[config.mk]
export PLATFORM = sky130hd
export DESIGN_NAME = fetch_queue_flat
export DESIGN_NICKNAME = d
export VERILOG_FILES = /design/src/rtl/cpu_defs.sv /design/src/rtl/fetch_queue_if.sv /design/src/rtl/instr_queue.sv /design/src/rtl/fetch_queue.sv /design/src/flat_wrapper.sv
export SDC_FILE = /design/constraint.sdc
export NUM_CORES = 1
export LEC_CHECK = 0
export CORE_UTILIZATION = 34
export DETAILED_ROUTE_END_ITERATION = 10
export GPL_TIMING_DRIVEN = 0
export PLACE_DENSITY_LB_ADDON = 0.05
export SKIP_LAST_GASP = 1
export SYNTH_ARGS = -nofsm -noshare
export SYNTH_HDL_FRONTEND = slang
export SYNTH_HIERARCHICAL = 1
export SYNTH_SLANG_ARGS = --single-unit
[constraint.sdc]
create_clock -name clock -period 15.4 [get_ports clock]
set_input_delay 2.31 -clock clock [delete_from_list [all_inputs] [get_ports clock]]
set_output_delay 2.31 -clock clock [all_outputs]
set_load 0.03 [all_outputs]
[src/rtl/cpu_defs.sv]
// Shared definitions for the fetch front end: queue sizing default, fetch FSM
// state encodings, opcode constants and instruction field positions.
package cpu_defs;

  localparam int DEPTH_DEFAULT = 4;

  typedef enum logic [1:0] {
    IDLE     = 2'd0,
    WAIT_MEM = 2'd1,
    DROP     = 2'd2
  } fetch_state_t;

  localparam logic [6:0] bneOp = 7'b1100011;

  localparam int OPCODE_LSB = 0;
  localparam int OPCODE_MSB = 6;
  localparam int FUNCT3_LSB = 12;
  localparam int FUNCT3_MSB = 14;
  localparam int FLAG_BIT   = 30;

endpackage

[src/rtl/fetch_queue_if.sv]
// Bundle of the PC-control, instruction-memory and decode-side signals of the fetch queue.
// The queue connects through the slave modport; its environment uses master.
interface fetch_queue_if #(
  parameter int WIDTH = 32
);

  logic [WIDTH-1:0] fetchPc;
  logic             fetchValid;
  logic             fetchReady;
  logic             flush;
  logic             memReq;
  logic [WIDTH-1:0] memAddr;
  logic             memAck;
  logic [WIDTH-1:0] memData;
  logic             decodeValid;
  logic             decodeReady;
  logic [WIDTH-1:0] instruction;
  logic [WIDTH-1:0] instrPc;
  logic [6:0]       operatorType;
  logic [2:0]       operatorSubType;
  logic             operatorFlag;

  modport master (
    output fetchPc, fetchValid, flush, memAck, memData, decodeReady,
    input  fetchReady, memReq, memAddr, decodeValid, instruction, instrPc,
           operatorType, operatorSubType, operatorFlag
  );

  modport slave (
    input  fetchPc, fetchValid, flush, memAck, memData, decodeReady,
    output fetchReady, memReq, memAddr, decodeValid, instruction, instrPc,
           operatorType, operatorSubType, operatorFlag
  );

endinterface

[src/rtl/instr_queue.sv]
// Circular buffer of {instruction, pc} entries with push, pop and clear.
// Head data is read combinationally; pointers wrap modulo DEPTH.
module instr_queue #(
  parameter int DEPTH = 4,
  parameter int WIDTH = 32
) (
  input  logic                       clock,
  input  logic                       reset,
  input  logic                       push,
  input  logic [WIDTH-1:0]           push_instr,
  input  logic [WIDTH-1:0]           push_pc,
  input  logic                       pop,
  input  logic                       clear,
  output logic [$clog2(DEPTH):0]     count,
  output logic [WIDTH-1:0]           head_instr,
  output logic [WIDTH-1:0]           head_pc
);

   localparam int AW = $clog2(DEPTH);
   localparam int CW = AW + 1;

   logic [WIDTH-1:0] instr_mem [DEPTH];
   logic [WIDTH-1:0] pc_mem    [DEPTH];
   logic [AW-1:0]    head_ptr;
   logic [AW-1:0]    tail_ptr;
   logic [CW-1:0]    count_q;

   // NOTE: entries are reset here because the reset state is defined as all-zero
   // storage; a plain RAM without reset would be cheaper but leave X on the head.
   always_ff @(posedge clock or posedge reset) begin
      if (reset) begin
         head_ptr <= '0;
         tail_ptr <= '0;
         count_q  <= '0;
         for (int i = 0; i < DEPTH; i++) begin
            instr_mem[i] <= '0;
            pc_mem[i]    <= '0;
         end
      end else if (clear) begin
         // A flush voids any push or pop of the same cycle.
         head_ptr <= '0;
         tail_ptr <= '0;
         count_q  <= '0;
      end else begin
         // NOTE: non-blocking assignments so every register samples pre-edge values.
         if (push) begin
            instr_mem[tail_ptr] <= push_instr;
            pc_mem[tail_ptr]    <= push_pc;
            tail_ptr            <= tail_ptr + AW'(1);
         end
         if (pop) begin
            head_ptr <= head_ptr + AW'(1);
         end
         count_q <= count_q + CW'(push) - CW'(pop);
      end
   end

   assign count      = count_q;
   assign head_instr = instr_mem[head_ptr];
   assign head_pc    = pc_mem[head_ptr];

endmodule

[src/rtl/fetch_queue.sv]
// Instruction fetch front end: single-outstanding memory request FSM feeding an
// instruction queue, with flush handling that drops in-flight responses.
module fetch_queue
  import cpu_defs::*;
#(
  parameter int DEPTH = DEPTH_DEFAULT,
  parameter int WIDTH = 32
) (
  input  logic          clock,
  input  logic          reset,
  fetch_queue_if.slave  bus
);

   localparam int CW = $clog2(DEPTH) + 1;

   fetch_state_t     state;
   fetch_state_t     state_next;
   logic             mem_req_q;
   logic             req_next;
   logic [WIDTH-1:0] mem_addr_q;
   logic [WIDTH-1:0] addr_next;
   logic [CW-1:0]    count;
   logic [WIDTH-1:0] head_instr;
   logic [WIDTH-1:0] head_pc;
   logic             fetch_ready;
   logic             decode_valid;
   logic             accept;
   logic             push;
   logic             pop;

   // Accepting only while count<DEPTH reserves a slot for the eventual response.
   assign fetch_ready  = (state == IDLE) && (count < CW'(DEPTH)) && !bus.flush;
   assign accept       = bus.fetchValid && fetch_ready;
   assign decode_valid = (count != '0);
   assign pop          = decode_valid && bus.decodeReady;

   always_ff @(posedge clock or posedge reset) begin
      if (reset) begin
         state      <= IDLE;
         mem_req_q  <= 1'b0;
         mem_addr_q <= '0;
      end else begin
         state      <= state_next;
         mem_req_q  <= req_next;
         mem_addr_q <= addr_next;
      end
   end

   // NOTE: every output of this block is defaulted first so no path infers a latch.
   always_comb begin
      state_next = state;
      req_next   = mem_req_q;
      addr_next  = mem_addr_q;
      push       = 1'b0;
      case (state)
         IDLE: begin
            if (accept) begin
               addr_next  = bus.fetchPc;
               req_next   = 1'b1;
               state_next = WAIT_MEM;
            end
         end
         WAIT_MEM: begin
            if (bus.memAck) begin
               push       = !bus.flush;
               req_next   = 1'b0;
               state_next = IDLE;
            end else if (bus.flush) begin
               state_next = DROP;
            end
         end
         DROP: begin
            if (bus.memAck) begin
               req_next   = 1'b0;
               state_next = IDLE;
            end
         end
         default: begin
            req_next   = 1'b0;
            state_next = IDLE;
         end
      endcase
   end

   instr_queue #(
      .DEPTH (DEPTH),
      .WIDTH (WIDTH)
   ) u_queue (
      .clock      (clock),
      .reset      (reset),
      .push       (push),
      .push_instr (bus.memData),
      .push_pc    (mem_addr_q),
      .pop        (pop),
      .clear      (bus.flush),
      .count      (count),
      .head_instr (head_instr),
      .head_pc    (head_pc)
   );

   assign bus.fetchReady      = fetch_ready;
   assign bus.memReq          = mem_req_q;
   assign bus.memAddr         = mem_addr_q;
   assign bus.decodeValid     = decode_valid;
   assign bus.instruction     = head_instr;
   assign bus.instrPc         = head_pc;
   assign bus.operatorType    = head_instr[OPCODE_MSB:OPCODE_LSB];
   assign bus.operatorSubType = head_instr[FUNCT3_MSB:FUNCT3_LSB];
   assign bus.operatorFlag    = head_instr[FLAG_BIT];

endmodule

[src/flat_wrapper.sv]
// flat-port wrapper written by rule: the top's interface ports become plain ports
module fetch_queue_flat import cpu_defs::*;
#(
  parameter int DEPTH = DEPTH_DEFAULT,
  parameter int WIDTH = 32
)
  (clock, reset, bus_fetchPc, bus_fetchValid, bus_flush, bus_memAck, bus_memData, bus_decodeReady, bus_fetchReady, bus_memReq, bus_memAddr, bus_decodeValid, bus_instruction, bus_instrPc, bus_operatorType, bus_operatorSubType, bus_operatorFlag);
  fetch_queue_if #(.WIDTH(WIDTH)) bus_i ();
  input  logic clock;
  input  logic reset;
  input wire logic [$bits(bus_i.fetchPc)-1:0] bus_fetchPc;
  input wire logic [$bits(bus_i.fetchValid)-1:0] bus_fetchValid;
  input wire logic [$bits(bus_i.flush)-1:0] bus_flush;
  input wire logic [$bits(bus_i.memAck)-1:0] bus_memAck;
  input wire logic [$bits(bus_i.memData)-1:0] bus_memData;
  input wire logic [$bits(bus_i.decodeReady)-1:0] bus_decodeReady;
  output wire logic [$bits(bus_i.fetchReady)-1:0] bus_fetchReady;
  output wire logic [$bits(bus_i.memReq)-1:0] bus_memReq;
  output wire logic [$bits(bus_i.memAddr)-1:0] bus_memAddr;
  output wire logic [$bits(bus_i.decodeValid)-1:0] bus_decodeValid;
  output wire logic [$bits(bus_i.instruction)-1:0] bus_instruction;
  output wire logic [$bits(bus_i.instrPc)-1:0] bus_instrPc;
  output wire logic [$bits(bus_i.operatorType)-1:0] bus_operatorType;
  output wire logic [$bits(bus_i.operatorSubType)-1:0] bus_operatorSubType;
  output wire logic [$bits(bus_i.operatorFlag)-1:0] bus_operatorFlag;
  assign bus_i.fetchPc = bus_fetchPc;
  assign bus_i.fetchValid = bus_fetchValid;
  assign bus_i.flush = bus_flush;
  assign bus_i.memAck = bus_memAck;
  assign bus_i.memData = bus_memData;
  assign bus_i.decodeReady = bus_decodeReady;
  assign bus_fetchReady = bus_i.fetchReady;
  assign bus_memReq = bus_i.memReq;
  assign bus_memAddr = bus_i.memAddr;
  assign bus_decodeValid = bus_i.decodeValid;
  assign bus_instruction = bus_i.instruction;
  assign bus_instrPc = bus_i.instrPc;
  assign bus_operatorType = bus_i.operatorType;
  assign bus_operatorSubType = bus_i.operatorSubType;
  assign bus_operatorFlag = bus_i.operatorFlag;
  fetch_queue #(.DEPTH(DEPTH), .WIDTH(WIDTH)) u_core (.clock(clock), .reset(reset), .bus(bus_i));
endmodule
# == Word level (Yosys, flattened, before mapping) ==
# Cells that the tools add are included.
# totals
ff_bits,298
input_bits,70
output_inout_bits,110
wordCells,71
# op_classes
add_sub_neg,4
order_cmp,4
eq_ne,6
n_mux,25
bitwise,3
reduce_logical,15
# op_table
cell,n
bitwise mux 128 bit,2
2-to-1 mux 32 bit,5
binary-select mux 32 bit (select 2 bit),2
demux 32 bit (select 2 bit),1
2-to-1 mux 2 bit,8
"greater-or-equal comparator 3 bit, second input constant",2
NOT 2 -> 3 bit,2
case mux 2 bit (3 select lines),1
AND reduction 2 bit,3
logical AND 1 bit,5
"adder 2 x 1 -> 2 bit, second input constant",2
2-to-1 mux 1 bit,4
"inequality test 2 x 1 -> 1 bit, second input constant",2
nonzero test 2 bit,2
adder 3 x 1 -> 3 bit,1
"less-than comparator 3 x 1 -> 1 bit, second input constant",1
"less-than comparator 3 bit, second input constant",1
2-to-1 mux 3 bit,1
"inequality test 3 bit, second input constant",1
AND reduction 3 bit,1
nonzero test 3 bit,1
subtractor 3 x 1 -> 3 bit,1
"== test 2 x 1 -> 1 bit, second input constant",1
"== test 2 bit, second input constant",1
6 further kinds,6

# == Logic depth before layout (Yosys ltp) ==
# Gate-level depths: netlist (run 1).
# logic_depth
depth_word,6
depth_mapped,13
ltp_nobuf,12

# == By module ==
# The synthesis (run 1) kept the hierarchy.
# by_module_without_submodules
module,instances,cells_per_inst,area_each_um2,seq_area_each_um2
instr_queue,1,658,12340.6,6581.3
fetch_queue,1,107,1535.2,875.8

# == Worst setup path after synthesis (run 1) ==
# Ideal clock, no wire load.
# synth_path
path_type,input -> output
from,input bus_flush
to,output bus_fetchReady
t_arrival_ns,2.962
setup_slack_ns,10.128
path_stages,1
path_buffers,0
path_cell_list,nor3_1
# synth_between
elab_chain_len,2
# synth_lines
item,line_no,text
start: declaration,flat_wrapper.sv:13,input wire logic [$bits(bus_i.flush)-1:0] bus_flush;
zero test 1 bit,fetch_queue.sv:32,assign fetch_ready = (state == IDLE) && (count < CW'(DEPTH)) && !bus.flush;
logical AND 1 bit,fetch_queue.sv:32,
end: declaration,flat_wrapper.sv:17,output wire logic [$bits(bus_i.fetchReady)-1:0] bus_fetchReady;
# No other way between the ends.

# == Final worst setup path (run 1) ==
# Ends and elaborated chain as after synthesis.

==> results.md, run 1 <==
* CP Data Arrival Time at 3.73 ns
* Filler cells at 3,621
* Maximum fanout along the worst path at 6
* Seq. cell area at 7460 µm²
* Share of cells above drive strength 1 at 0.443
* Clk sinks at 298
* Met3 global-route usage at 0.0333
* First DRT Iteration DRCs at 237
* Die height at 204 µm
* CTS buffer count at 36
* HP Class: reg -> reg
* CTS tree: done
* Min Hold Slack at 0.496 ns
* Share of the synthesized area in the top cell type at 0.537
* Grt met2 use at 0.249
* Max Cap Viol at 0
* Most frequent cells in the layout: dfrtp_1 (298), mux2_4 (180), clkdlybuf4s50_1 (179)
* Seq pwr share at 0.337
* Peak Freq at 165 MHz
* Final-report hold violation count at 0
* Mapped Area at 13,900 µm²
* Worst r2r dst: u_core/u_queue/count[2]
* Worst-Skew Late Latency at 0.53 ns
* GRT Max-Usage Layer: met2
* Antenna violations before repair at 0
* Top-level I/O count at 180
* # nets final at 1,065
* Hold Path Depth at 1
* Final slew viol count at 0
* Die ar. at 41,600 µm²
* Total negative setup slack at 0 ns
* Avg WL per Cell at 20.9 µm
* Syn Nets at 845
* Final Util at 0.438
* Average vias per placed instance at 4.74
* Pint at 2.13 mW
* Clock root buffer: clkbuf_16
* Final setup fails at 0
* Sw Share at 0.346
* Longest Clk Path Bufs at 3
* Setup ws final at 9.36 ns
* Total track usage at 0.161
* Pin count of the biggest net entering global routing at 112
* Minimum clock period at 6.04 ns
* Skew final at 0.0131 ns
* Clk pwr share at 0.248
* P_leak at 8.52 nW
* Ys Warns at 6
* Logic pwr share at 0.415
* Worst-Margin Slew at 0.616 ns
* Hold Buf Count CTS at 0
* PwrDens at 186 nW/µm²
* Run status: complete, no violations
* Vias in the first global route at 7,999
* Synth Instances at 765
* Via count at 7,262
* R2r setup slk at 12.89 ns
* HP Start: u_core/u_queue/instr_mem[63]
* Clk pin slew, worst setup/hold paths at 0.05 ns
* Post-CTS setup buffer count at 0
* Met1 Resource Use GR at 0.226
* Layout area overhead at 26.3%
* Avg Inst Size Synth at 18.1 µm²
* Global-route wire length before repair at 50.5 mm
* Worst Path Required at 13.09 ns
* TritonRoute pass-1 iters at 4
* PostCTS Resize Cnt at 0
* Placed cells at 1,472
* Tcrit/Tclk final at 0.393
* Relative slew slack at 0.589
* Commonest non-fill, non-tap cell in the layout: dfrtp_1
* Pre-CTS setup slack at 9.35 ns
* RSZ-0062 raised after global routing: false
* Post-synth cell types at 31
* IO Port Bufs at 179
* Top area cells in the synthesized netlist: dfrtp_1 (54%), mux2_4 (19%), mux4_2 (10%)
* H-tree level count at 2
* Psw at 1.13 mW
* Routed Antenna Nets at 0
* Core area at 40,000 µm²
* Worst r2r src: u_core/state[1]
* Multi-input gate area at 5780 µm²
* VDD IR max at 0.000101 V
* Hold endpoint: u_core/u_queue/instr_mem[63]
* GPL Wtd Cong at 0.707
* Critical Path Source Type: input pin
* Residual DRC at 0
* Setup Crit Path Kind: in -> out
* # diodes at 0
* Initial cell density of the core at 0.347
* # rows at 73
* Flop and latch count out of synthesis at 298
* Area leader, netlist: dfrtp_1
* Post-Layout Cell Count at 1,533
* WL final at 32.1 mm
* Die Wd at 204 µm
* Remaining Overflow, GRT at 0
* Seq/Total Area, Yosys at 0.537
* Worst setup EP type: output port
* DP HPWL at 20.4 mm
* Reg2Reg Depth at 13
cell type report:
cell class / count / share of cell area
buffer: 60 / 0.0343
clock buffer: 56 / 0.0621
clock inverter: 5 / 0.00143
inverter: 11 / 0.00279
multi-input combinational: 396 / 0.330
sequential: 298 / 0.426
tap: 525 / 0.0375
timing repair buffer: 182 / 0.107
cell families after synthesis:
kind of cell | Yosys count | synth area share
AO/OA/AOI/OAI | 10 | 0.00532
XOR/XNOR | 3 | 0.00289
adder cells (fa/ha/maj) | 10 | 0.00956
buffers and inverters | 71 | 0.0463
flip-flops | 298 | 0.537
multiplexers | 353 | 0.387
AND/OR/NAND/NOR | 20 | 0.0115
synthesized netlist by cell type, drive strengths merged:
library cell,n
a211oi,1
a21bo,1
a21oi,3
and2,2
buf,60
dfrtp,298
fa,1
ha,9
inv,11
mux2,288
mux2i,1
mux4,64
nand2b,1
nand3b,5
nor2,6
nor2b,2
nor3,1
nor4bb,2
o211a,1
o211ai,1
o21ai,2
o311ai,1
or3,1
xnor2,2
xnor3,1
registers in the layout, summed over array words and instances, names as in the netlist:
signal                    cells
u_core/state                  2
u_core/u_queue/instr_mem    128
u_core/bus.memReq             1
u_core/u_queue/pc_mem       128
u_core/u_queue/head_ptr       2
u_core/u_queue/tail_ptr       2
u_core/u_queue/count          3
u_core/bus.memAddr           32
metal layers:
metal / share of wire / wire, µm
met2: 0.46 / 14900
met5: 0 / 0
met3: 0.042 / 1350
met4: 0.019 / 625
met1: 0.47 / 15200
critical path: stages:
cell and delay [ns]:
clkdlybuf4s50_1 0.54, nor3_1 0.18, clkdlybuf4s50_1 0.70
power groups by stage:
stage	Clock (mW)	Combinational, mW	Sequential [mW]
6_report	0.807	1.35	1.10
4_1_cts	0.845	1.38	1.10
2_1_floorplan	0	0.815	1.15
5_1_grt	0.872	1.43	1.13
3_3_place_gp	0	1.37	1.12
3_5_place_dp	0	1.38	1.11
worst max-delay path by stage:
stage | startpoint | to | slack, ns | cells past startpoint
floorplan | reset | u_core/u_queue/count[0] | 5.85 | 1
global placement | reset | u_core/u_queue/instr_mem[117] | 1.48 | 2
detailed placement | bus_flush | bus_fetchReady | 9.35 | 3
CTS | bus_flush | bus_fetchReady | 9.35 | 3
global route | bus_flush | bus_fetchReady | 9.32 | 3
finish | bus_flush | bus_fetchReady | 9.36 | 3
through the flow:
step           instance area, µm²  power (mW)
2_1_floorplan               13900        1.96
3_3_place_gp                16300        2.48
3_5_place_dp                16400        2.49
4_1_cts                     17500        3.33
5_1_grt                     17500        3.43
6_report                    17500        3.26
Note: power is estimated with default switching activity, not from simulation.
==> run 2, diff against run 1 <==
Clock period 15.4 ns to 6.23 ns, I/O delays scaled along.
==> run 2 against run 1 <==
Against the previous run:
- non-clock buffer count grew 5
- design area grew 0.60%
- critical path type is now reg -> out
- first-iteration DRC count shrank 12%
- worst hold slack gained 0.0018 ns
- critical endpoint is now bus_operatorFlag
- sequential share of layout area shrank 0.25 points
- core utilization grew 0.26 points
- wire length grew 1.2%
- global-route usage grew 0.090 points
- count of clock-buffer cells in the layout grew 2
- critical path depth grew 2
- highest routed layer unchanged
- combinational power grew 150%
- clock power grew to 2.5 times the previous value
==> results.md, run 2 (synthesis gave the netlist of run 1 again) <==
* Slowest stage delay, CP at 0.58 ns
* Psw at 2.80 mW
* Critical-path cell list: buf_2 -> buf_2 -> mux4_2 -> buf_4 -> clkdlybuf4s50_1
* CTS buffer count at 37
* Clk pin slew, worst setup/hold paths at 0.06 ns
* Slowest cell on crit path: clkdlybuf4s50_1
* Seq pwr share at 0.336
* Average vias per placed instance at 4.72
* Total negative setup slack at 0 ns
* Final slew viol count at 0
* H-tree level count at 2
* Global-route wire length before repair at 50.9 mm
* Clk pwr share at 0.250
* Worst setup EP type: output port
* Total track usage at 0.162
* Initial cell density of the core at 0.347
* VDD IR max at 0.000267 V
* Peak Freq at 270 MHz
* Worst-Skew Late Latency at 0.53 ns
* P_leak at 8.56 nW
* DP HPWL at 21.2 mm
* Most frequent cells in the layout: dfrtp_1 (298), mux2_4 (180), clkdlybuf4s50_1 (179)
* Routed Antenna Nets at 0
* Antenna violations before repair at 0
* IO Port Bufs at 179
* RSZ-0062 raised after global routing: false
* Commonest non-fill, non-tap cell in the layout: dfrtp_1
* Layout area overhead at 27.0%
* Residual DRC at 0
* Max Cap Viol at 0
* Hold Buf Count CTS at 0
* Pint at 5.29 mW
* Relative slew slack at 0.542
* Core area at 40,000 µm²
* Longest Clk Path Bufs at 3
* Worst Path Required at 5.30 ns
* First DRT Iteration DRCs at 208
* Sw Share at 0.346
* GPL Wtd Cong at 0.707
* Most common cell type on the critical path: buf_2
* Placed Area at 16,500 µm²
* Die Wd at 204 µm
* PostCTS Resize Cnt at 0
* Min Hold Slack at 0.498 ns
* PwrDens at 459 nW/µm²
* Minimum clock period at 3.70 ns
* Maximum fanout along the worst path at 10
* TritonRoute pass-1 iters at 4
* Filler cells at 3,646
* CP Data Arrival Time at 2.76 ns
* Avg WL per Cell at 21.1 µm
* Final setup fails at 0
* Final-report hold violation count at 0
* Clk sinks at 298
* Tcrit/Tclk final at 0.594
* Run status: complete, no violations
* Vias in the first global route at 8,054
* Die height at 204 µm
* Top-level I/O count at 180
* # nets final at 1,071
* Logic pwr share at 0.414
* Remaining Overflow, GRT at 0
* Worst-Margin Slew at 0.685 ns
* Setup Crit Path Kind: reg -> out
* Share of cells above drive strength 1 at 0.444
* Clock root buffer: clkbuf_16
* Critical Path Source Type: flop
* # diodes at 0
* Skew final at 0.0138 ns
* Final Cell Area at 17,600 µm²
* CTS tree: done
* Post-CTS setup buffer count at 0
* Pin count of the biggest net entering global routing at 39
* HP Class: reg -> reg
* Die ar. at 41,600 µm²
* WL final at 32.5 mm
* Via count at 7,273
* # rows at 73
[run 2: path summary, 6_finish.rpt]
path	slack [ns]	from	end	cells after the start
setup / recovery	2.53	u_core/u_queue/head_ptr[1]	bus_operatorFlag	5
hold / removal	0.50	u_core/u_queue/pc_mem[33]	u_core/u_queue/pc_mem[33]	1
setup reg to reg	3.73	u_core/state[1]	u_core/u_queue/count[2]	13
hold reg to reg	0.50	u_core/u_queue/pc_mem[33]	u_core/u_queue/pc_mem[33]	1
max in group asynchronous	3.71	reset	u_core/u_queue/instr_mem[88]	7
min in group asynchronous	0.80	reset	u_core/bus.memAddr[11]	2
[run 2: final cells by class]
class / count / area [µm²] / area share
timing repair buffer: 187 / 1950 / 0.111
sequential: 298 / 7460 / 0.423
inverter: 11 / 45.0 / 0.00256
clock buffer: 58 / 1110 / 0.0628
buffer: 60 / 601 / 0.0341
tap: 525 / 657 / 0.0373
multi-input combinational: 396 / 5780 / 0.328
clock inverter: 5 / 28.8 / 0.00163
[run 2: stage by stage]
| step | setup slack, ns | total power [mW] | util | instances |
|---|---|---|---|---|
| 6_report | 2.53 | 8.10 | 0.441 | 1540 |
| 5_1_grt | 2.34 | 8.53 | 0.441 | 1540 |
| 4_1_cts | 2.39 | 8.25 | 0.441 | 1540 |
| 3_5_place_dp | 2.86 | 6.15 | 0.412 | 1477 |
| 3_3_place_gp | -0.591 | 6.14 | 0.408 | 1469 |
| 2_1_floorplan | 1.83 | 4.85 | - | 765 |
[run 2: per-layer routing]
| layer | vias to the layer above | GRT usage | wire, µm |
|---|---|---|---|
| met3 | 43 | 0.0336 | 1280 |
| li1 | 3260 | - | - |
| met2 | 124 | 0.248 | 14800 |
| met5 | - | 0 | 0 |
| met1 | 3846 | 0.230 | 15700 |
| met4 | 0 | 0.0528 | 686 |
[run 2: worst max-delay path: cells and delay by family, from the launching register on]
kind,cells,cell delay [ns]
buffers and inverters,4,1.43
flip-flops,1,0.42
multiplexers,1,0.37
[run 2: power by group through the flow]
stage	Clock [mW]	Sequential, mW	Combinational, mW
2_1_floorplan	0	2.83	2.02
3_3_place_gp	0	2.76	3.38
3_5_place_dp	0	2.74	3.41
4_1_cts	2.11	2.73	3.41
5_1_grt	2.19	2.79	3.55
6_report	2.03	2.72	3.35
